==> config.mk <==
export PLATFORM = sky130hd
export DESIGN_NAME = regfile_write_arbiter_flat
export DESIGN_NICKNAME = d
export VERILOG_FILES = /design/src/rtl/regfile_pkg.sv /design/src/rtl/regfile_write_arbiter_if.sv /design/src/rtl/regfile_write_arbiter_rr_arbiter2.sv /design/src/rtl/regfile_write_arbiter.sv /design/src/flat_wrapper.sv
export SDC_FILE = /design/constraint.sdc
export NUM_CORES = 1
export LEC_CHECK = 0
export CAP_MARGIN = 20
export CORE_MARGIN = 1.5
export CORE_UTILIZATION = 38
export DETAILED_ROUTE_END_ITERATION = 10
export PLACE_DENSITY = 0.86
export SKIP_CTS_REPAIR_TIMING = 1
export SYNTH_ARGS = -nofsm -noshare
export SYNTH_HDL_FRONTEND = slang
export SYNTH_SLANG_ARGS = --single-unit
export TNS_END_PERCENT = 50
==> constraint.sdc <==
create_clock -name Clk -period 2.04 [get_ports Clk]
set_input_delay 0.408 -clock Clk [delete_from_list [all_inputs] [get_ports Clk]]
set_output_delay 0.408 -clock Clk [all_outputs]
set_load 0.01 [all_outputs]
==> src/rtl/regfile_pkg.sv <==
// Shared register-file constants: geometry, special register indices and requester IDs.
package regfile_pkg;

    localparam int NREGS = 16;
    localparam int AW    = 5;
    localparam int DW    = 32;

    localparam logic [AW-1:0] REG_SP = 5'd14;
    localparam logic [AW-1:0] REG_RA = 5'd15;

    localparam logic [DW-1:0] SP_RESET_VAL = 32'h0000_1000;

    typedef enum logic {
        REQ_A = 1'b0,
        REQ_B = 1'b1
    } req_id_e;

    // True when idx names an implemented architectural register.
    function automatic logic reg_is_legal(input logic [AW-1:0] idx);
        return 32'(idx) < NREGS;
    endfunction

endpackage

==> src/rtl/regfile_write_arbiter_if.sv <==
// Writeback bus: two requester handshakes plus the register-file write port.
interface regfile_write_arbiter_if #(
    parameter int AW = regfile_pkg::AW,
    parameter int DW = regfile_pkg::DW
);
    import regfile_pkg::*;

    logic          A_Valid;
    logic          A_Ready;
    logic [AW-1:0] A_Reg;
    logic [DW-1:0] A_Data;

    logic          B_Valid;
    logic          B_Ready;
    logic [AW-1:0] B_Reg;
    logic [DW-1:0] B_Data;

    logic          RegWrite;
    logic [AW-1:0] Write_Reg;
    logic [DW-1:0] Write_Data;

    modport master (
        output A_Valid, A_Reg, A_Data,
        output B_Valid, B_Reg, B_Data,
        input  A_Ready, B_Ready,
        input  RegWrite, Write_Reg, Write_Data
    );

    modport slave (
        input  A_Valid, A_Reg, A_Data,
        input  B_Valid, B_Reg, B_Data,
        output A_Ready, B_Ready,
        output RegWrite, Write_Reg, Write_Data
    );

endinterface

==> src/rtl/regfile_write_arbiter_rr_arbiter2.sv <==
// Two-way round-robin grant with hold; grants are the requesters' Ready signals.
//
//   state  | meaning
//   REQ_A  | A was granted most recently, B wins the next contested cycle
//   REQ_B  | B was granted most recently (reset), A wins the next contested cycle
module rr_arbiter2 (
    input  logic clk_i,
    input  logic rst_n_i,
    input  logic hold_i,
    input  logic req_a_i,
    input  logic req_b_i,
    output logic gnt_a_o,
    output logic gnt_b_o
);
    import regfile_pkg::*;

    req_id_e last_q;
    req_id_e last_d;

    // Grants are gated by reset so neither requester sees Ready during reset.
    always_comb begin
        gnt_a_o = 1'b0;
        gnt_b_o = 1'b0;
        if (rst_n_i && !hold_i) begin
            gnt_a_o = req_a_i && (!req_b_i || (last_q == REQ_B));
            gnt_b_o = req_b_i && (!req_a_i || (last_q == REQ_A));
        end
    end

    always_comb begin
        last_d = last_q;
        if (gnt_a_o) begin
            last_d = REQ_A;
        end else if (gnt_b_o) begin
            last_d = REQ_B;
        end
    end

    always_ff @(posedge clk_i or negedge rst_n_i) begin
        if (!rst_n_i) begin
            last_q <= REQ_B;
        end else begin
            last_q <= last_d;
        end
    end

endmodule

==> src/rtl/regfile_write_arbiter.sv <==
// Shares the register-file write port between two writeback requesters.
// Optional pending-write scoreboard enabled by REGARB_SCOREBOARD_EN.
module regfile_write_arbiter #(
    parameter int NREGS = regfile_pkg::NREGS,
    parameter int AW    = regfile_pkg::AW,
    parameter int DW    = regfile_pkg::DW
) (
    input  logic                    Clk,
    input  logic                    Reset,
    input  logic                    Hold,
    regfile_write_arbiter_if.slave  bus,
`ifdef REGARB_SCOREBOARD_EN
    input  logic [AW-1:0]           Query_Reg,
    output logic                    Query_Busy,
    output logic [NREGS-1:0]        Busy_Vec,
`endif
    output logic                    Err
);
    import regfile_pkg::*;

    logic          gnt_a;
    logic          gnt_b;
    logic          xfer;
    logic [AW-1:0] sel_reg;
    logic [DW-1:0] sel_data;
    logic          sel_legal;

    logic          regwrite_q, regwrite_d;
    logic [AW-1:0] wreg_q,     wreg_d;
    logic [DW-1:0] wdata_q,    wdata_d;
    logic          err_q,      err_d;

    rr_arbiter2 u_arb (
        .clk_i   (Clk),
        .rst_n_i (Reset),
        .hold_i  (Hold),
        .req_a_i (bus.A_Valid),
        .req_b_i (bus.B_Valid),
        .gnt_a_o (gnt_a),
        .gnt_b_o (gnt_b)
    );

    assign bus.A_Ready = gnt_a;
    assign bus.B_Ready = gnt_b;

    always_comb begin
        xfer      = gnt_a | gnt_b;
        sel_reg   = gnt_b ? bus.B_Reg  : bus.A_Reg;
        sel_data  = gnt_b ? bus.B_Data : bus.A_Data;
        sel_legal = 32'(sel_reg) < NREGS;
    end

    // Illegal indices are accepted and dropped; address/data hold on any non-write.
    always_comb begin
        regwrite_d = xfer && sel_legal;
        wreg_d     = wreg_q;
        wdata_d    = wdata_q;
        err_d      = err_q | (xfer && !sel_legal);
        if (xfer && sel_legal) begin
            wreg_d  = sel_reg;
            wdata_d = sel_data;
        end
    end

    always_ff @(posedge Clk or negedge Reset) begin
        if (!Reset) begin
            regwrite_q <= 1'b0;
            wreg_q     <= '0;
            wdata_q    <= '0;
            err_q      <= 1'b0;
        end else begin
            regwrite_q <= regwrite_d;
            wreg_q     <= wreg_d;
            wdata_q    <= wdata_d;
            err_q      <= err_d;
        end
    end

    assign bus.RegWrite   = regwrite_q;
    assign bus.Write_Reg  = wreg_q;
    assign bus.Write_Data = wdata_q;
    assign Err            = err_q;

`ifdef REGARB_SCOREBOARD_EN
    logic [NREGS-1:0] busy_q, busy_d;
    logic [NREGS-1:0] set_mask;
    logic [NREGS-1:0] commit_mask;

    // A bit clears when its write commits unless a new write to it is accepted the same edge.
    always_comb begin
        set_mask    = '0;
        commit_mask = '0;
        for (int i = 0; i < NREGS; i++) begin
            set_mask[i]    = regwrite_d && (32'(sel_reg) == i);
            commit_mask[i] = regwrite_q && (32'(wreg_q) == i);
        end
        busy_d = (busy_q & ~commit_mask) | set_mask;
    end

    always_ff @(posedge Clk or negedge Reset) begin
        if (!Reset) begin
            busy_q <= '0;
        end else begin
            busy_q <= busy_d;
        end
    end

    always_comb begin
        Query_Busy = 1'b0;
        for (int i = 0; i < NREGS; i++) begin
            if (32'(Query_Reg) == i) begin
                Query_Busy = busy_q[i];
            end
        end
    end

    assign Busy_Vec = busy_q;
`endif

endmodule

==> src/flat_wrapper.sv <==
// flat-port wrapper written by rule: the top's interface ports become plain ports
module regfile_write_arbiter_flat import regfile_pkg::*;
#(
    parameter int NREGS = regfile_pkg::NREGS,
    parameter int AW    = regfile_pkg::AW,
    parameter int DW    = regfile_pkg::DW
)
  (Clk, Reset, Hold, Err, bus_A_Valid, bus_A_Reg, bus_A_Data, bus_B_Valid, bus_B_Reg, bus_B_Data, bus_A_Ready, bus_B_Ready, bus_RegWrite, bus_Write_Reg, bus_Write_Data);
  regfile_write_arbiter_if #(.AW(AW), .DW(DW)) bus_i ();
  input  logic Clk;
  input  logic Reset;
  input  logic Hold;
  output logic Err;
  input wire logic [$bits(bus_i.A_Valid)-1:0] bus_A_Valid;
  input wire logic [$bits(bus_i.A_Reg)-1:0] bus_A_Reg;
  input wire logic [$bits(bus_i.A_Data)-1:0] bus_A_Data;
  input wire logic [$bits(bus_i.B_Valid)-1:0] bus_B_Valid;
  input wire logic [$bits(bus_i.B_Reg)-1:0] bus_B_Reg;
  input wire logic [$bits(bus_i.B_Data)-1:0] bus_B_Data;
  output wire logic [$bits(bus_i.A_Ready)-1:0] bus_A_Ready;
  output wire logic [$bits(bus_i.B_Ready)-1:0] bus_B_Ready;
  output wire logic [$bits(bus_i.RegWrite)-1:0] bus_RegWrite;
  output wire logic [$bits(bus_i.Write_Reg)-1:0] bus_Write_Reg;
  output wire logic [$bits(bus_i.Write_Data)-1:0] bus_Write_Data;
  assign bus_i.A_Valid = bus_A_Valid;
  assign bus_i.A_Reg = bus_A_Reg;
  assign bus_i.A_Data = bus_A_Data;
  assign bus_i.B_Valid = bus_B_Valid;
  assign bus_i.B_Reg = bus_B_Reg;
  assign bus_i.B_Data = bus_B_Data;
  assign bus_A_Ready = bus_i.A_Ready;
  assign bus_B_Ready = bus_i.B_Ready;
  assign bus_RegWrite = bus_i.RegWrite;
  assign bus_Write_Reg = bus_i.Write_Reg;
  assign bus_Write_Data = bus_i.Write_Data;
  regfile_write_arbiter #(.NREGS(NREGS), .AW(AW), .DW(DW)) u_core (.Clk(Clk), .Reset(Reset), .Hold(Hold), .bus(bus_i), .Err(Err));
endmodule
==> After elaboration in Yosys (flattened, before gate mapping) <==
Cells that the tools add are included.
Widths: inputs -> output; s select.
{ "totals": {"ff_bits": 40, "word_cells": 27} }
{ "classes": {"order_cmp": 1, "reduce_logical": 12, "bitwise": 3, "muxes": 6} }
{ "ops": {"columns": ["operator", "n"], "rows": [
  ["$mux 32", 1],
  ["$logic_and 1x1->1", 5],
  ["$lt 5x5->1 const B", 1],
  ["$mux 5", 1],
  ["$logic_not 1->1", 4],
  ["$mux 1", 4],
  ["$logic_or 1x1->1", 2],
  ["$or 1x1->1", 2],
  ["$reduce_bool 2->1", 1],
  ["$not 1->1", 1]
]} }

==> Depth between registers and ports, before layout <==
Gate-level depths: netlist of the first run.
{ "logic_depth": {"word_depth": 9, "mapped_depth": 6} }

==> Cells and area by module <==
From an unflattened synthesis of the first run, not the netlist that was laid out.
{ "unflattened": {"hier_cells": 175, "hier_area_um2": 2332.2} }
{ "modules_own_cells": {"columns": ["mod", "area_each_um2", "seq_area_each_um2", "n_inst", "cells_each"], "rows": [
  ["regfile_write_arbiter", 2262.2, 975.9, 1, 167],
  ["rr_arbiter2", 70.1, 26.3, 1, 8]
]} }

==> Worst setup path after synthesis of the first run <==
No wires, ideal clock.
{ "synth_timing": {"kind": "input-to-reg", "start": "in bus_B_Reg[4]", "end": "reg u_core.wdata_q[22], in the netlist u_core.bus.Write_Data[22]", "slack_ns": 0.302, "path_stages": 6, "arrival_ns": 1.639, "n_path_buf": 3, "cell_sequence": "or3b_1 buf_6 or2_1 buf_6 buf_6 a311oi_1"} }
{ "synth_via": {"elab_chain_len": 3} }
{ "synth_lines": {"columns": ["element", "line", "source"], "rows": [
  ["start, declared", "flat_wrapper.sv:18", "input wire logic [$bits(bus_i.B_Reg)-1:0] bus_B_Reg;"],
  ["$mux 5", "regfile_write_arbiter.sv:48", "sel_reg = gnt_b ? bus.B_Reg : bus.A_Reg;"],
  ["$lt 5x5->1", "regfile_write_arbiter.sv:50", "sel_legal = 32'(sel_reg) < NREGS;"],
  ["$logic_and 1x1->1", "regfile_write_arbiter.sv:59", "if (xfer && sel_legal) begin"],
  ["end signal, assigned", "regfile_write_arbiter.sv:74", "wdata_q <= wdata_d;"],
  ["end, declared", "regfile_write_arbiter.sv:30", "logic [DW-1:0] wdata_q, wdata_d;"]
]} }
Every way passes these cells.
A chain may end at the register's enable or synchronous reset.

==> Worst setup path after layout of the first run <==
{ "layout_timing": {"start": "in Hold", "end": "reg u_core.wdata_q[31], in the netlist u_core.bus.Write_Data[31]"} }
{ "layout_via": {"elab_chain_len": 6} }
{ "layout_lines": {"columns": ["element", "line", "source"], "rows": [
  ["start, declared", "flat_wrapper.sv:12", "input logic Hold;"],
  ["$logic_not 1->1 *", "regfile_write_arbiter_rr_arbiter2.sv:24", "if (rst_n_i && !hold_i) begin"],
  ["$logic_and 1x1->1 *", "regfile_write_arbiter_rr_arbiter2.sv:24", null],
  ["$mux 1", "regfile_write_arbiter_rr_arbiter2.sv:24", null],
  ["$mux 5", "regfile_write_arbiter.sv:48", null],
  ["$lt 5x5->1", "regfile_write_arbiter.sv:50", null],
  ["$logic_and 1x1->1", "regfile_write_arbiter.sv:59", null]
]} }
Mark *: on every way between the ends. The rest lies on a longest branch, timed or not.

==> results.yml, run 1 <==
finish:
  drive_gt1_frac: 0.0896
  antenna-diode-count: 0
  post-route-util: 0.675
  instances_no_fill: 416
  areaGrowthSynthToFinish_pct: 67.2
  final_nets: 424
  layout_commonest_cell: "clkdlybuf4s50_1"
  final_cell_mix: "clkdlybuf4s50_1 (116), dfrtp_1 (39), inv_1 (36), nor3_1 (36), nor4_1 (36)"
  final_area_um2: 3510
routing:
  vias: 2348
  totalWireLength_um: 7110
  wl_per_cell_um: 17.1
  drt_iter0_drc: 135
  drtPass1Iterations: 4
  drc_errors: 0
  drtAntennaViolNets: 0
  viasPerCell: 5.64
floorplanning:
  coreArea_um2: 5200
  io_pins: 120
  dieWidth_um: 77.3
  rows: 26
  fp.dieH_um: 77.3
  die-area_um2: 5980
  start_util: 0.403
sta:
  hold_viol: 0
  rsz0062_at_grt: "false"
  fin_crit_ns: 1.93
  finalSetupViolCount: 0
  slew_viol_final: 0
  clock_skew_ns: 0.0101
  slew-limit-headroom: 0.664
  finalCritPeriodShare: 0.945
  setup_ws_ns: 0.112
  fmax_mhz: 519
  worst_pin_slew_ns: 0.505
setup_path:
  cp-end-kind: "flip-flop"
  timing.rr.end: "u_core.bus.Write_Data[19]"
  r2r_cells: 4
  reg2reg_slack_ns: 0.35
  worstPathRequired_ns: 2.21
  cp.arrival_ns: 2.10
  start_kind: "input pin"
  worst-setup-path-type: "in2reg"
  r2r-start: "u_core.u_arb.last_q"
  path_max_fanout: 19
logic_synthesis:
  ys_types: 23
  seq_area_frac_synth: 0.477
  avgSynthCellArea_um2: 9.17
  synth_edf_count: 0
  syn_inst: 229
  syn_nets: 308
  ys_warn_count: 0
  ys.flop_type: "dfrtp_1"
  async_flop_share: 1.00
  synth_area_um2: 2100
  ys_ff_latch: 40
placement:
  numPortBuffers: 119
  dp_cells: 407
  post-place-ws_ns: -0.157
  hpwl_um: 4790
  placed_area_um2: 3380
  finalWeightedCongestion: 0.766
min_path:
  hp-class: "in2async"
pwr:
  power.total_mw: 2.68
  powerDensity_nw_per_um2: 764
  ir_drop_v: 0.000399
  p_leak_nw: 1.49
clocking:
  h-tree-depth: 2
  clockBufferDepth: 2
  cts-root-buf: "clkbuf_8"
  tritoncts: "done"
  clkTransAtPathRegs_ns: 0.08
  numCtsBuffers: 5
  cts_sinks: 40
  insertion_delay_ns: 0.29
global_routing:
  grt_usage: 0.238
  antenna_found_initial: 0
  grt_pass1_vias: 2403
  globalRouteOverflowTotal: 0
  grt_max_degree: 40
  grt_first_pass_wirelength_um: 11400
flow_run:
  max_cap_viol_count: 0
outcome:
  status: "complete, no violations"
[logic make-up (layout without fill, tap and decap cells)]
logic type	Yosys count	after routing	synth area share
simple gates	83	83	0.223
buf+inv	64	181	0.129
compound gates	41	41	0.166
flops	40	40	0.477
mux	1	1	0.00477
[layout make-up]
| type | count | area, um^2 |
|---|---|---|
| clock buffer | 8 | 90.1 |
| fill | 441 | 1690 |
| inverter | 36 | 135 |
| multi-input combinational | 125 | 855 |
| sequential | 40 | 1000 |
| tap | 70 | 87.6 |
| timing repair buffer | 137 | 1340 |
[how the worst max path moves through the flow]
| stage | start | cells after the start | slack [ns] | end |
|---|---|---|---|---|
| after floorplan | bus_B_Reg[4] | 6 | 0.30 | u_core.bus.Write_Data[22] |
| after global placement | Hold | 6 | -0.11 | u_core.bus.Write_Reg[0] |
| after detailed placement | Hold | 6 | -0.16 | u_core.bus.Write_Data[31] |
| after CTS | Hold | 5 | -0.12 | bus_B_Ready |
| after global routing | Hold | 6 | 0.02 | u_core.bus.Write_Data[31] |
| final | Hold | 6 | 0.11 | u_core.bus.Write_Data[31] |
[metrics by stage]
| stage | setup TNS [ns] | hold slack (ns) |
|---|---|---|
| floorplan | 0 | 0.112 |
| global placement | -2.74 | 0.208 |
| detailed placement | -3.99 | 0.213 |
| CTS | -0.219 | -0.102 |
| global route | 0 | 0.286 |
| finish | 0 | 0.235 |
[worst max-delay path, cell delays in order]
cell and delay, ns:
clkdlybuf4s50_1 0.45, nand3b_1 0.22, buf_4 0.16, or3_1 0.38
buf_12 0.19, a311oi_1 0.30
[Yosys cell counts (all sizes together), types with 2 or more instances]
library cell / number / area (um^2)
dfrtp: 39 / 976
a311oi: 36 / 315
inv: 36 / 135
nor3: 36 / 180
nor4: 36 / 225
clkbuf: 19 / 71.3
buf: 9 / 65.1
nand2: 3 / 11.3
nor2b: 2 / 12.5
o21ai: 2 / 10.0
[routing by layer]
layer	share of wire	global-route usage	up-vias
li1	-	-	1094
met1	0.43	0.316	1110
met2	0.47	0.389	134
met3	0.088	0.0612	10
met4	0.011	0.0527	0
met5	0	0	-
[power by group]
group	leakage (nW)	switching [mW]	internal [mW]
sequential	0.434	0.119	0.988
clock	0.0455	0.264	0.276
combinational	1.01	0.433	0.603
[sequential cells by signal, indices dropped and copies added (netlist names)]
name	flops
u_core.bus.Write_Reg	5
u_core.bus.Write_Data	32
u_core.u_arb.last_q	1
u_core.bus.RegWrite	1
u_core.Err	1
Power figures use the tool's default switching activity.
==> run 2, diff against run 1 <==
--- a/config.mk
+++ b/config.mk
@@ -6,6 +6,7 @@
 export NUM_CORES = 1
 export LEC_CHECK = 0
 export CAP_MARGIN = 20
+export CORE_ASPECT_RATIO = 2
 export CORE_MARGIN = 1.5
 export CORE_UTILIZATION = 38
 export DETAILED_ROUTE_END_ITERATION = 10
==> results.yml, run 2 (synthesis gave the netlist of run 1 again) <==
outcome:
  status: "finished, violations left"
  violations: "negative hold slack"
routing:
  drtPass1Iterations: 4
  drtAntennaViolNets: 0
  drc_errors: 0
  vias: 2370
  wl_per_cell_um: 18.2
  drt_iter0_drc: 81
  totalWireLength_um: 7340
  viasPerCell: 5.88
placement:
  finalWeightedCongestion: 0.871
  post-place-ws_ns: -0.238
  numPortBuffers: 119
  dp_cells: 395
  hpwl_um: 5160
sta:
  slew-limit-headroom: 0.703
  hold_viol: 1
  fin_crit_ns: 1.97
  finalSetupViolCount: 0
  rsz0062_at_grt: "true"
  setup_ws_ns: 0.0654
  hold_ws_ns: -0.0810
  worst_pin_slew_ns: 0.445
  tns_ns: 0
  clock_skew_ns: 0.00760
  finalCritPeriodShare: 0.968
  fmax_mhz: 506
  slew_viol_final: 0
pwr:
  swShare: 0.314
  p_clk_frac: 0.207
  powerDensity_nw_per_um2: 779
  pwr-share-seq: 0.407
  ir_drop_v: 0.000541
  p_switching_mw: 0.849
  power.total_mw: 2.70
  internal_power_mw: 1.86
  p_leak_nw: 1.48
  pwr-share-comb: 0.385
setup_path:
  path_max_fanout: 19
  worst-setup-path-type: "in2reg"
  r2r-start: "u_core.u_arb.last_q"
  worstPathRequired_ns: 2.22
  cp.arrival_ns: 2.16
  cp-end-kind: "flip-flop"
  startpoint: "Hold"
  start_kind: "input pin"
floorplanning:
  io_pins: 120
  rows: 38
  start_util: 0.391
  die-area_um2: 6010
  coreArea_um2: 5370
  fp.dieH_um: 108
  dieWidth_um: 55.6
min_path:
  hp-class: "in2async"
clocking:
  insertion_delay_ns: 0.30
  cts-root-buf: "clkbuf_8"
  h-tree-depth: 2
  clockBufferDepth: 2
  cts_sinks: 40
  numCtsBuffers: 5
  clkTransAtPathRegs_ns: 0.08
  tritoncts: "done"
finish:
  largest_reg_flops: 32
  post-route-util: 0.646
  drive_gt1_frac: 0.0875
  nFillCells: 450
  areaGrowthSynthToFinish_pct: 65.4
  instances_no_fill: 403
  layout_commonest_cell: "clkdlybuf4s50_1"
  final_nets: 421
  final_cell_mix: "clkdlybuf4s50_1 (116), dfrtp_1 (39), inv_1 (36), nor3_1 (36), nor4_1 (36)"
  antenna-diode-count: 0
global_routing:
  grt_usage: 0.244
  grt_max_degree: 38
  grt_pass1_vias: 2280
  antenna_found_initial: 0
  globalRouteOverflowTotal: 0
  grt_first_pass_wirelength_um: 11400
flow_run:
  max_cap_viol_count: 0
run 2: cell count changes in the layout (fill, tap and decap cells not counted):
cell           previous run  this run
buf_4                    16        14
nor2b_1                   0         1
nor2b_2                   1         0
clkbuf_1                  2         0
dlygate4sd3_1             1         0
clkinv_2                  0         2
run 2: area by class of cell:
type                       instances  area (um^2)  share of cell area
clock inverter                     2         10.0             0.00288
tap                               60         75.1              0.0216
inverter                          36          135              0.0389
sequential                        40         1000               0.289
timing repair buffer             134         1320               0.379
multi-input combinational        125          852               0.245
clock buffer                       6         82.6              0.0238
run 2: path summary, 6_finish.rpt:
check,endpoint,slack (ns),cells past startpoint
max,u_core.bus.Write_Data[19],0.07,6
min,u_core.Err,-0.08,1
max reg2reg,u_core.bus.Write_Data[19],0.35,4
min reg2reg,u_core.Err,0.50,1
max in group asynchronous,u_core.bus.Write_Reg[3],1.46,2
min in group Clk,u_core.Err,0.50,1
run 2: metal layers:
layer / vias up / track usage / part of all wire
met5: - / 0 / 0
met4: 0 / 0.131 / 0.041
met3: 26 / 0.0299 / 0.051
met2: 130 / 0.429 / 0.55
met1: 1127 / 0.286 / 0.36
li1: 1087 / - / -
run 2: power groups by stage:
| stage | logic [mW] | registers (mW) | clock network [mW] |
|---|---|---|---|
| final | 1.04 | 1.10 | 0.561 |
| after floorplan | 0.290 | 1.19 | 0 |
| after detailed placement | 1.03 | 1.11 | 0 |
| after CTS | 1.04 | 1.10 | 0.571 |
| after global placement | 1.01 | 1.11 | 0 |
| after global routing | 1.11 | 1.13 | 0.603 |
run 2: worst max-delay path, stage by stage:
cell and delay [ns]:
clkdlybuf4s50_1 0.44, nand3b_1 0.24, buf_4 0.19, or3_1 0.32
buf_4 0.21, a311oi_1 0.33
run 2: per-stage QoR:
step | hold slack [ns] | cell area, um^2
global placement | 0.236 | 3360
global route | -0.0926 | 3470
finish | -0.0810 | 3470
detailed placement | 0.235 | 3360
CTS | -0.0926 | 3450
floorplan | 0.112 | 2100
==> run 3, diff against run 2 <==
--- a/config.mk
+++ b/config.mk
@@ -11,6 +11,7 @@
 export CORE_UTILIZATION = 38
 export DETAILED_ROUTE_END_ITERATION = 10
 export PLACE_DENSITY = 0.86
+export RECOVER_POWER = 25
 export SKIP_CTS_REPAIR_TIMING = 1
 export SYNTH_ARGS = -nofsm -noshare
 export SYNTH_HDL_FRONTEND = slang
==> results of run 3 <==
No change in the layout: final DEF, timing and power equal those of run 2.
